$ cat config.mk
export PLATFORM = sky130hd
export DESIGN_NAME = circular_dma_mm2s
export DESIGN_NICKNAME = d
export VERILOG_FILES = /design/src/rtl/circular_dma_mm2s.sv
export SDC_FILE = /design/constraint.sdc
export NUM_CORES = 1
export LEC_CHECK = 0
export ABC_AREA = 0
export ABC_CLOCK_PERIOD_IN_PS = 9300
export CAP_MARGIN = 30
export CORE_MARGIN = 3
export CORE_UTILIZATION = 45
export CTS_CLUSTER_SIZE = 10
export DETAILED_ROUTE_END_ITERATION = 8
export PLACE_DENSITY = 0.76
export SLEW_MARGIN = 25
export SYNTH_ARGS = -nofsm -noshare
export SYNTH_HDL_FRONTEND = slang
export SYNTH_SLANG_ARGS = --single-unit
$ cat constraint.sdc
create_clock -name clk -period 9.3 [get_ports clk]
set_input_delay 1.395 -clock clk [delete_from_list [all_inputs] [get_ports clk]]
set_output_delay 1.395 -clock clk [all_outputs]
set_load 0.05 [all_outputs]
$ cat src/rtl/circular_dma_mm2s.sv
// Circular-buffer MM2S DMA: reads a DDR ring via AXI4 bursts and forwards beats as AXI-Stream.
// Tracks its own read offset against a producer-supplied write offset.
module circular_dma_mm2s #(
   parameter int unsigned C_ADDR_WIDTH = 32,
   parameter int unsigned C_AXIS_WIDTH = 64,
   parameter int unsigned C_MAX_BURST  = 16
) (
   input  logic                    clk,
   input  logic                    rst_n,
   input  logic                    enable,
   input  logic [C_ADDR_WIDTH-1:0] buf_base,
   input  logic [31:0]             buf_size,
   input  logic [31:0]             wr_ptr,
   output logic [31:0]             rd_ptr,
   output logic                    busy,
   output logic                    irq,
   output logic [C_ADDR_WIDTH-1:0] m_axi_araddr,
   output logic [7:0]              m_axi_arlen,
   output logic                    m_axi_arvalid,
   input  logic                    m_axi_arready,
   input  logic [C_AXIS_WIDTH-1:0] m_axi_rdata,
   input  logic [1:0]              m_axi_rresp,
   input  logic                    m_axi_rlast,
   input  logic                    m_axi_rvalid,
   output logic                    m_axi_rready,
   output logic [C_AXIS_WIDTH-1:0] m_axis_mm2s_tdata,
   output logic                    m_axis_mm2s_tlast,
   output logic                    m_axis_mm2s_tvalid,
   input  logic                    m_axis_mm2s_tready
);

   localparam int unsigned BeatBytes  = C_AXIS_WIDTH / 8;
   localparam int unsigned BeatShift  = $clog2(BeatBytes);
   localparam int unsigned ChunkBytes = C_MAX_BURST * BeatBytes;

   typedef enum logic [1:0] {
      StIdle,
      StAddr,
      StData,
      StHalt
   } state_e;

   state_e                  state_q, state_d;
   logic [31:0]             rd_ptr_q, rd_ptr_d;
   logic [C_ADDR_WIDTH-1:0] araddr_q, araddr_d;
   logic [7:0]              arlen_q, arlen_d;
   logic                    irq_q, irq_d;

   logic [31:0] fill_bytes;
   logic [31:0] avail_words;
   logic [31:0] bound_words;
   logic [31:0] len_words;
   logic [31:0] next_ptr;
   logic        beat_hs;
   logic        beat_err;

   // Burst sizing: limited by max burst, data available, and the next chunk boundary.
   // The chunk boundary also covers the ring end and 4 KB since base/size are chunk aligned.
   always_comb begin
      if (wr_ptr >= rd_ptr_q) begin
         fill_bytes = wr_ptr - rd_ptr_q;
      end else begin
         fill_bytes = wr_ptr + buf_size - rd_ptr_q;
      end
      avail_words = fill_bytes >> BeatShift;
      bound_words = (32'(ChunkBytes) - (rd_ptr_q & 32'(ChunkBytes - 1))) >> BeatShift;
      len_words   = 32'(C_MAX_BURST);
      if (avail_words < len_words) begin
         len_words = avail_words;
      end
      if (bound_words < len_words) begin
         len_words = bound_words;
      end
      next_ptr = rd_ptr_q + ((32'(arlen_q) + 32'd1) << BeatShift);
      if (next_ptr == buf_size) begin
         next_ptr = '0;
      end
   end

   assign beat_hs  = (state_q == StData) & m_axi_rvalid & m_axis_mm2s_tready;
   assign beat_err = beat_hs & (m_axi_rresp != 2'b00);

   always_comb begin
      state_d  = state_q;
      rd_ptr_d = rd_ptr_q;
      araddr_d = araddr_q;
      arlen_d  = arlen_q;
      irq_d    = irq_q;
      case (state_q)
         StIdle: begin
            if (!enable) begin
               rd_ptr_d = '0;
            end else if (avail_words != 32'd0) begin
               araddr_d = buf_base + C_ADDR_WIDTH'(rd_ptr_q);
               arlen_d  = 8'(len_words - 32'd1);
               state_d  = StAddr;
            end
         end
         StAddr: begin
            if (m_axi_arready) begin
               state_d = StData;
            end
         end
         StData: begin
            if (beat_err) begin
               irq_d = 1'b1;
            end
            // irq_q can only be set by this burst, so it doubles as the burst error flag.
            if (beat_hs && m_axi_rlast) begin
               if (irq_q || beat_err) begin
                  state_d = StHalt;
               end else begin
                  rd_ptr_d = next_ptr;
                  state_d  = StIdle;
               end
            end
         end
         StHalt: begin
            if (!enable) begin
               irq_d    = 1'b0;
               rd_ptr_d = '0;
               state_d  = StIdle;
            end
         end
         default: state_d = StIdle;
      endcase
   end

   always_ff @(posedge clk) begin
      if (!rst_n) begin
         state_q  <= StIdle;
         rd_ptr_q <= '0;
         araddr_q <= '0;
         arlen_q  <= '0;
         irq_q    <= 1'b0;
      end else begin
         state_q  <= state_d;
         rd_ptr_q <= rd_ptr_d;
         araddr_q <= araddr_d;
         arlen_q  <= arlen_d;
         irq_q    <= irq_d;
      end
   end

   assign rd_ptr        = rd_ptr_q;
   assign irq           = irq_q;
   assign busy          = (state_q == StAddr) || (state_q == StData);
   assign m_axi_araddr  = araddr_q;
   assign m_axi_arlen   = arlen_q;
   assign m_axi_arvalid = (state_q == StAddr);

   assign m_axi_rready       = (state_q == StData) & m_axis_mm2s_tready;
   assign m_axis_mm2s_tvalid = (state_q == StData) & m_axi_rvalid;
   assign m_axis_mm2s_tlast  = (state_q == StData) & m_axi_rlast;
   assign m_axis_mm2s_tdata  = m_axi_rdata;

endmodule

==> results.sh, run 1 <==
export IMPL_final_layout_size_suffix_gt1_share_pct=3.97
export IMPL_timing_hold_worst_class="flip-flop to flip-flop"
export IMPL_synth_seq_cells=72
export IMPL_flow_area_growth_from_synthesis_pct=17.2
export IMPL_via_count=11136
export IMPL_timing_critical_path_arrival_ns=8.65
export IMPL_gp_congestion=0.957
export IMPL_floorplan_die_height_um=163
export IMPL_cts_repair_resized=0
export IMPL_setup_reg_to_reg_worst_slack_ns=2.21
export IMPL_drt_total_wl_um=36400
export IMPL_top_ff_cell_synth="dfxtp_1"
export IMPL_floorplan_die_width_um=163
export IMPL_ctsHtreeMaxLevel=3
export IMPL_crit_path_start="buf_size[8]"
export IMPL_initial_standard_cell_utilization_of_the_core_pct=46.5
export IMPL_clock_sink_count=72
export IMPL_synth_yosys_warnings=0
export IMPL_timing_critical_path_slowest_stage_cell="or4_1"
export IMPL_critical_path_max_stage_delay_ns=0.58
export IMPL_status="finished, final reports clean"
export IMPL_cts_hold_repair_buffers=0
export IMPL_clk_latency_ns=0.34
export IMPL_worstSetupEndpoint="m_axi_arlen[4]"
export IMPL_synth_top_area_cell="dfxtp_1"
export IMPL_ioPinCount=311
export IMPL_maximum_clock_path_buffer_count=2
export IMPL_critical_path_end_type="flip-flop"
export IMPL_clock_root_buffer="clkbuf_16"
export IMPL_synth_area_top_cells="dfxtp_1 (13%), ha_1 (12%), inv_1 (6.2%), xnor2_1 (5.6%), fa_1 (5.2%)"
export IMPL_maxCapViolations=0
export IMPL_timing_final_hold_violations=0
export IMPL_worst_margin_slew_ns=0.861
export IMPL_normalized_max_slew_margin_pct=41.9
export IMPL_first_pass_iters=8
export IMPL_period_minus_slack_ns=8.45
export IMPL_worstSetupPathType="input port to flip-flop"
export IMPL_cp_required_ns=9.51
export IMPL_first_global_vias=10770
export IMPL_finalSetupViolCount=0
export IMPL_post_route_period_util_pct=90.8
export IMPL_num_nets_final=1891
export IMPL_wire_length_of_the_first_global_routing_pass_um=56100
export IMPL_crit_path_start_kind="input port"
export IMPL_clock_skews_ns=0.0123
export IMPL_grt_overflow=0
export IMPL_vdd_ir_drop_max_mv=0.129
export IMPL_wl_per_cell_um=19.1
export IMPL_ff2ff_path_depth=28
export IMPL_reg2reg_from="rd_ptr[6]"
export IMPL_num_rows=56
export IMPL_floorplan_die_area_sq_mm=0.0266
export IMPL_antenna_violations_before_repair=1
export IMPL_syn_area_per_cell_sq_um=7.44
export IMPL_power_per_cell_area_mw_per_mm2=132
export IMPL_clock_slew_at_reported_path_ffs_ns=0.06
export IMPL_post_cts_repair_setup_buffers=0
export IMPL_max_freq_ghz=0.118
export IMPL_synthesis_area_sq_mm=0.0111
export IMPL_finalSetupTns_ns=0
export IMPL_rsz0062_at_grt="false"
export IMPL_grt_resource_usage_total_pct=26.4
export IMPL_synth_edf_count=0
export IMPL_synth_async_reset_ratio_pct=0
export IMPL_route_detailed_vias_per_inst=5.85
export IMPL_hpwlAfterDp_um=30100
export IMPL_syn_instance_count=1494
export IMPL_floorplan_core_area_sq_mm=0.0239
export IMPL_detail_route_antenna_nets=0
export IMPL_cellLeakagePower_nw=5.47
export IMPL_synth_seq_area_share_pct=13.0
export IMPL_report_final_slew_viol_count=0
export IMPL_buffer_ports_inserted=179
export IMPL_post_synth_top_area_fraction_pct=13.0
export IMPL_numCtsBuffers=9
export IMPL_post_synth_num_cell_types=89
export IMPL_crit_fanout=8
export IMPL_cts_tree="done"
export IMPL_r2r_end="m_axi_arlen[4]"
export IMPL_drc_errors=0
export IMPL_antenna_cells_inserted=0
export IMPL_drt_iter0_drc=996
export IMPL_fin_util_pct=54.5
export IMPL_grt_max_degree=39
-- cell usage after synthesis, types with 11 or more instances --
cell type and instances:
or3_1 17, buf_4 68, a31oi_1 19, o21bai_1 11
nand2_1 103, and2_1 12, xnor2_1 71, a21oi_1 79
buf_2 15, o21ai_0 56, ha_1 111, nor2_1 132
mux2i_1 37, xor2_1 32, nand3_1 49, o21ai_1 26
o22ai_1 13, dfxtp_1 72, o211ai_1 16, nand2b_1 15
nand4_1 27, nor3_1 22, o21a_1 29, fa_1 29
clkbuf_1 24, o31ai_1 11, nor2b_1 12, a21o_1 34
inv_1 185
-- cell families after synthesis --
group / synth area share [%]
AND/OR/NAND/NOR: 19.6
AO/OA/AOI/OAI: 24.3
buffers and inverters: 12.6
adder cells (fa/ha/maj): 17.7
XOR/XNOR: 8.92
flip-flops: 13.0
multiplexers: 3.84
other: 0.0675
-- routing by layer --
metal,up-vias,wire length (um),track usage [%]
met4,2,1320,10.3
met2,492,16700,43.4
met1,5173,15500,34.8
li1,5385,-,-
met3,84,2850,4.08
met5,-,12,0
-- per-stage QoR --
stage	hold slack, ns	instances	worst slack [ns]	total power, mW	area (sq um)
2_1_floorplan	0.494	1496	1.90	1.10	11100
3_3_place_gp	0.472	1890	0.844	1.28	12700
3_5_place_dp	0.484	1890	0.674	1.28	12700
4_1_cts	0.492	1905	1.00	1.72	13000
5_1_grt	0.518	1905	0.348	1.82	13000
6_report	0.490	1905	0.855	1.72	13000
-- registers in the layout, summed over array words and instances (netlist names) --
signal        count
rd_ptr           29
irq               1
m_axi_arlen       8
m_axi_araddr     32
state_q           2
-- critical path, delay by kind of cell --
kind                       cells  cell delay (ns)
AOI/OAI and AO/OA             14             3.14
and+or+nand+nor                8             1.74
adders and majority gates      4             1.48
buffers and inverters          3             0.73
xor gates and xnor gates       1             0.15
-- power breakdown --
| part | total [mW] | leakage, nW | internal [mW] | switching (mW) |
|---|---|---|---|---|
| Sequential | 0.373 | 0.587 | 0.344 | 0.0291 |
| Combinational | 0.916 | 4.71 | 0.362 | 0.554 |
| Clock | 0.428 | 0.173 | 0.289 | 0.139 |
| Total | 1.72 | 5.47 | 0.995 | 0.722 |
-- how the worst min path moves through the flow --
stage | from | end | slack (ns) | cells after the start
2_1_floorplan | state_q[0] | state_q[1] | 0.49 | 2
3_3_place_gp | m_axi_araddr[13] | m_axi_araddr[13] | 0.47 | 2
3_5_place_dp | m_axi_arlen[7] | m_axi_arlen[7] | 0.48 | 2
4_1_cts | m_axi_arlen[7] | m_axi_arlen[7] | 0.49 | 2
5_1_grt | m_axi_araddr[5] | m_axi_araddr[5] | 0.52 | 2
6_report | m_axi_arlen[7] | m_axi_arlen[7] | 0.49 | 2
-- cell type report --
cell class | instances | area (sq um)
inverters | 185 | 694
fillers | 2267 | 10900
clock buffers | 10 | 229
multi-input cells | 1128 | 8300
clock inverters | 5 | 129
flip-flops and latches | 72 | 1440
repair buffers | 186 | 1840
well taps | 319 | 399
-- placed cells by master, fill, tap and decap left out, types with 49 or more instances in the layout --
cell             Yosys  routed
clkdlybuf4s50_1      0     179
inv_1              185     185
a21oi_1             79      79
nand3_1             49      49
xnor2_1             71      71
ha_1               111     111
o21ai_0             56      56
nor2_1             132     132
dfxtp_1             72      72
nand2_1            103     103
Note: power is estimated with default switching activity, not from simulation.
==> run 2, diff against run 1 <==
- CORE_UTILIZATION: 45 -> 49
- PLACE_DENSITY: 0.76 -> 0.82
==> results.sh, run 2 (synthesis results as in run 1) <==
export IMPL_drc_errors=0
export IMPL_power_per_cell_area_mw_per_mm2=132
export IMPL_design_area_sq_mm=0.0130
export IMPL_largest_reg_flops=32
export IMPL_crit_path_start_kind="input port"
export IMPL_vdd_ir_drop_max_mv=0.171
export IMPL_worst_margin_slew_ns=0.873
export IMPL_total_power_mw=1.72
export IMPL_floorplan_die_height_um=157
export IMPL_reg2reg_from="rd_ptr[14]"
export IMPL_use_met3_pct=4.31
export IMPL_clock_slew_at_reported_path_ffs_ns=0.06
export IMPL_groute_layer_met1_usage_pct=36.7
export IMPL_cts_repair_resized=0
export IMPL_antenna_violations_before_repair=0
export IMPL_max_freq_ghz=0.121
export IMPL_use_met2_pct=46.0
export IMPL_normalized_max_slew_margin_pct=41.6
export IMPL_place_worst_setup_slack_ns=0.771
export IMPL_fin_util_pct=58.8
export IMPL_wire_length_of_the_first_global_routing_pass_um=55100
export IMPL_detailed_place_area_sq_mm=0.0126
export IMPL_final_layout_size_suffix_gt1_share_pct=3.97
export IMPL_numCtsBuffers=9
export IMPL_non_filler_instance_count_after_layout=1865
export IMPL_wl_per_cell_um=19.1
export IMPL_report_final_slew_viol_count=0
export IMPL_ff2ff_path_depth=28
export IMPL_grt_max_degree=39
export IMPL_timing_critical_path_arrival_ns=8.49
export IMPL_timing_final_ws_setup_ns=1.01
export IMPL_buffer_ports_inserted=179
export IMPL_finalSetupViolCount=0
export IMPL_post_route_period_util_pct=89.2
export IMPL_route_detailed_vias_per_inst=5.99
export IMPL_place_inst=1850
export IMPL_timing_final_hold_violations=0
export IMPL_num_rows=54
export IMPL_period_minus_slack_ns=8.29
export IMPL_antenna_cells_inserted=0
export IMPL_hpwlAfterDp_um=29300
export IMPL_crit_fanout=8
export IMPL_detail_route_antenna_nets=0
export IMPL_finalSetupTns_ns=0
export IMPL_cp_required_ns=9.50
export IMPL_first_pass_iters=6
export IMPL_first_global_vias=10567
export IMPL_ctsHtreeMaxLevel=3
export IMPL_cts_tree="done"
export IMPL_floorplan_die_width_um=157
export IMPL_post_cts_repair_setup_buffers=0
export IMPL_maxCapViolations=0
export IMPL_cellLeakagePower_nw=5.47
export IMPL_maximum_clock_path_buffer_count=2
export IMPL_rsz0062_at_grt="false"
export IMPL_floorplan_die_area_sq_mm=0.0245
export IMPL_grt_overflow=0
export IMPL_worst_hold_slack_ns=0.490
export IMPL_initial_standard_cell_utilization_of_the_core_pct=50.3
export IMPL_drt_iter0_drc=951
export IMPL_floorplan_core_area_sq_mm=0.0221
export IMPL_num_nets_final=1890
export IMPL_worstSetupEndpoint="m_axi_arlen[4]"
export IMPL_grt_resource_usage_total_pct=28.0
export IMPL_flow_area_growth_from_synthesis_pct=16.8
export IMPL_ioPinCount=311
export IMPL_status="finished, final reports clean"
export IMPL_critical_path_end_type="flip-flop"
export IMPL_setup_reg_to_reg_worst_slack_ns=2.28
export IMPL_mostFrequentLayoutCell="inv_1"
export IMPL_r2r_end="m_axi_arlen[4]"
export IMPL_via_count=11172
export IMPL_timing_hold_worst_class="flip-flop to flip-flop"
export IMPL_timing_critical_path_slowest_stage_cell="or4_1"
export IMPL_clock_root_buffer="clkbuf_16"
export IMPL_critical_path_max_stage_delay_ns=0.58
export IMPL_grt_most_used_layer="met2"
export IMPL_final_cell_mix="inv_1 (185), clkdlybuf4s50_1 (179), nor2_1 (132)"
export IMPL_worstSetupPathType="input port to flip-flop"
export IMPL_gp_congestion=0.963
export IMPL_cts_hold_repair_buffers=0
export IMPL_clk_latency_ns=0.34
export IMPL_clock_skews_ns=0.0120
export IMPL_crit_path_start="buf_size[8]"
export IMPL_clock_sink_count=72
export IMPL_drt_total_wl_um=35600
[run 2: changes by cell type in the layout (fill, tap and decap cells not counted)]
cell / previous run / this run
clkbuf_8: 0 / 1
clkinv_4: 0 / 1
buf_4: 7 / 6
clkbuf_1: 1 / 0
inv_6: 1 / 0
[run 2: layout make-up]
class	count	area (sq um)
clock buffers	10	239
clock inverters	5	129
fillers	1993	9110
inverters	185	694
multi-input cells	1128	8300
flip-flops and latches	72	1440
well taps	280	350
repair buffers	185	1840
[run 2: worst min-delay path by stage]
| stage | startpoint | end | slack, ns | cells after the start |
|---|---|---|---|---|
| global route | m_axi_araddr[26] | m_axi_araddr[26] | 0.53 | 2 |
| global placement | m_axi_araddr[19] | m_axi_araddr[19] | 0.47 | 2 |
| detailed placement | m_axi_araddr[6] | m_axi_araddr[6] | 0.49 | 2 |
| finish | m_axi_araddr[3] | m_axi_araddr[3] | 0.49 | 2 |
| CTS | m_axi_araddr[15] | m_axi_araddr[15] | 0.50 | 2 |
| floorplan | state_q[0] | state_q[1] | 0.49 | 2 |
[run 2: where the power goes]
group | leakage (nW) | internal [mW] | total (mW) | switching, mW
Combinational | 4.71 | 0.360 | 0.911 | 0.551
Sequential | 0.587 | 0.344 | 0.373 | 0.0288
Clock | 0.179 | 0.296 | 0.434 | 0.138
Total | 5.47 | 1.00 | 1.72 | 0.718
[run 2: critical path, delay by kind of cell]
family | cells | cell delay, ns
adder cells (fa/ha/maj) | 4 | 1.49
AND/OR/NAND/NOR | 8 | 1.71
XOR/XNOR | 1 | 0.15
buffers and inverters | 3 | 0.72
AO/OA/AOI/OAI | 14 | 3.02
[run 2: metal layers]
layer / vias up / part of all wire, % / routed length (um)
li1: 5384 / - / -
met1: 5160 / 41 / 14800
met2: 544 / 46 / 16400
met3: 84 / 8.8 / 3120
met4: 0 / 3.8 / 1340
met5: - / 0 / 0
==> run 3, diff against run 2 <==
- SLEW_MARGIN: 25 -> not set
==> results of run 3 <==
No change in the layout: final DEF, timing and power equal those of run 2.
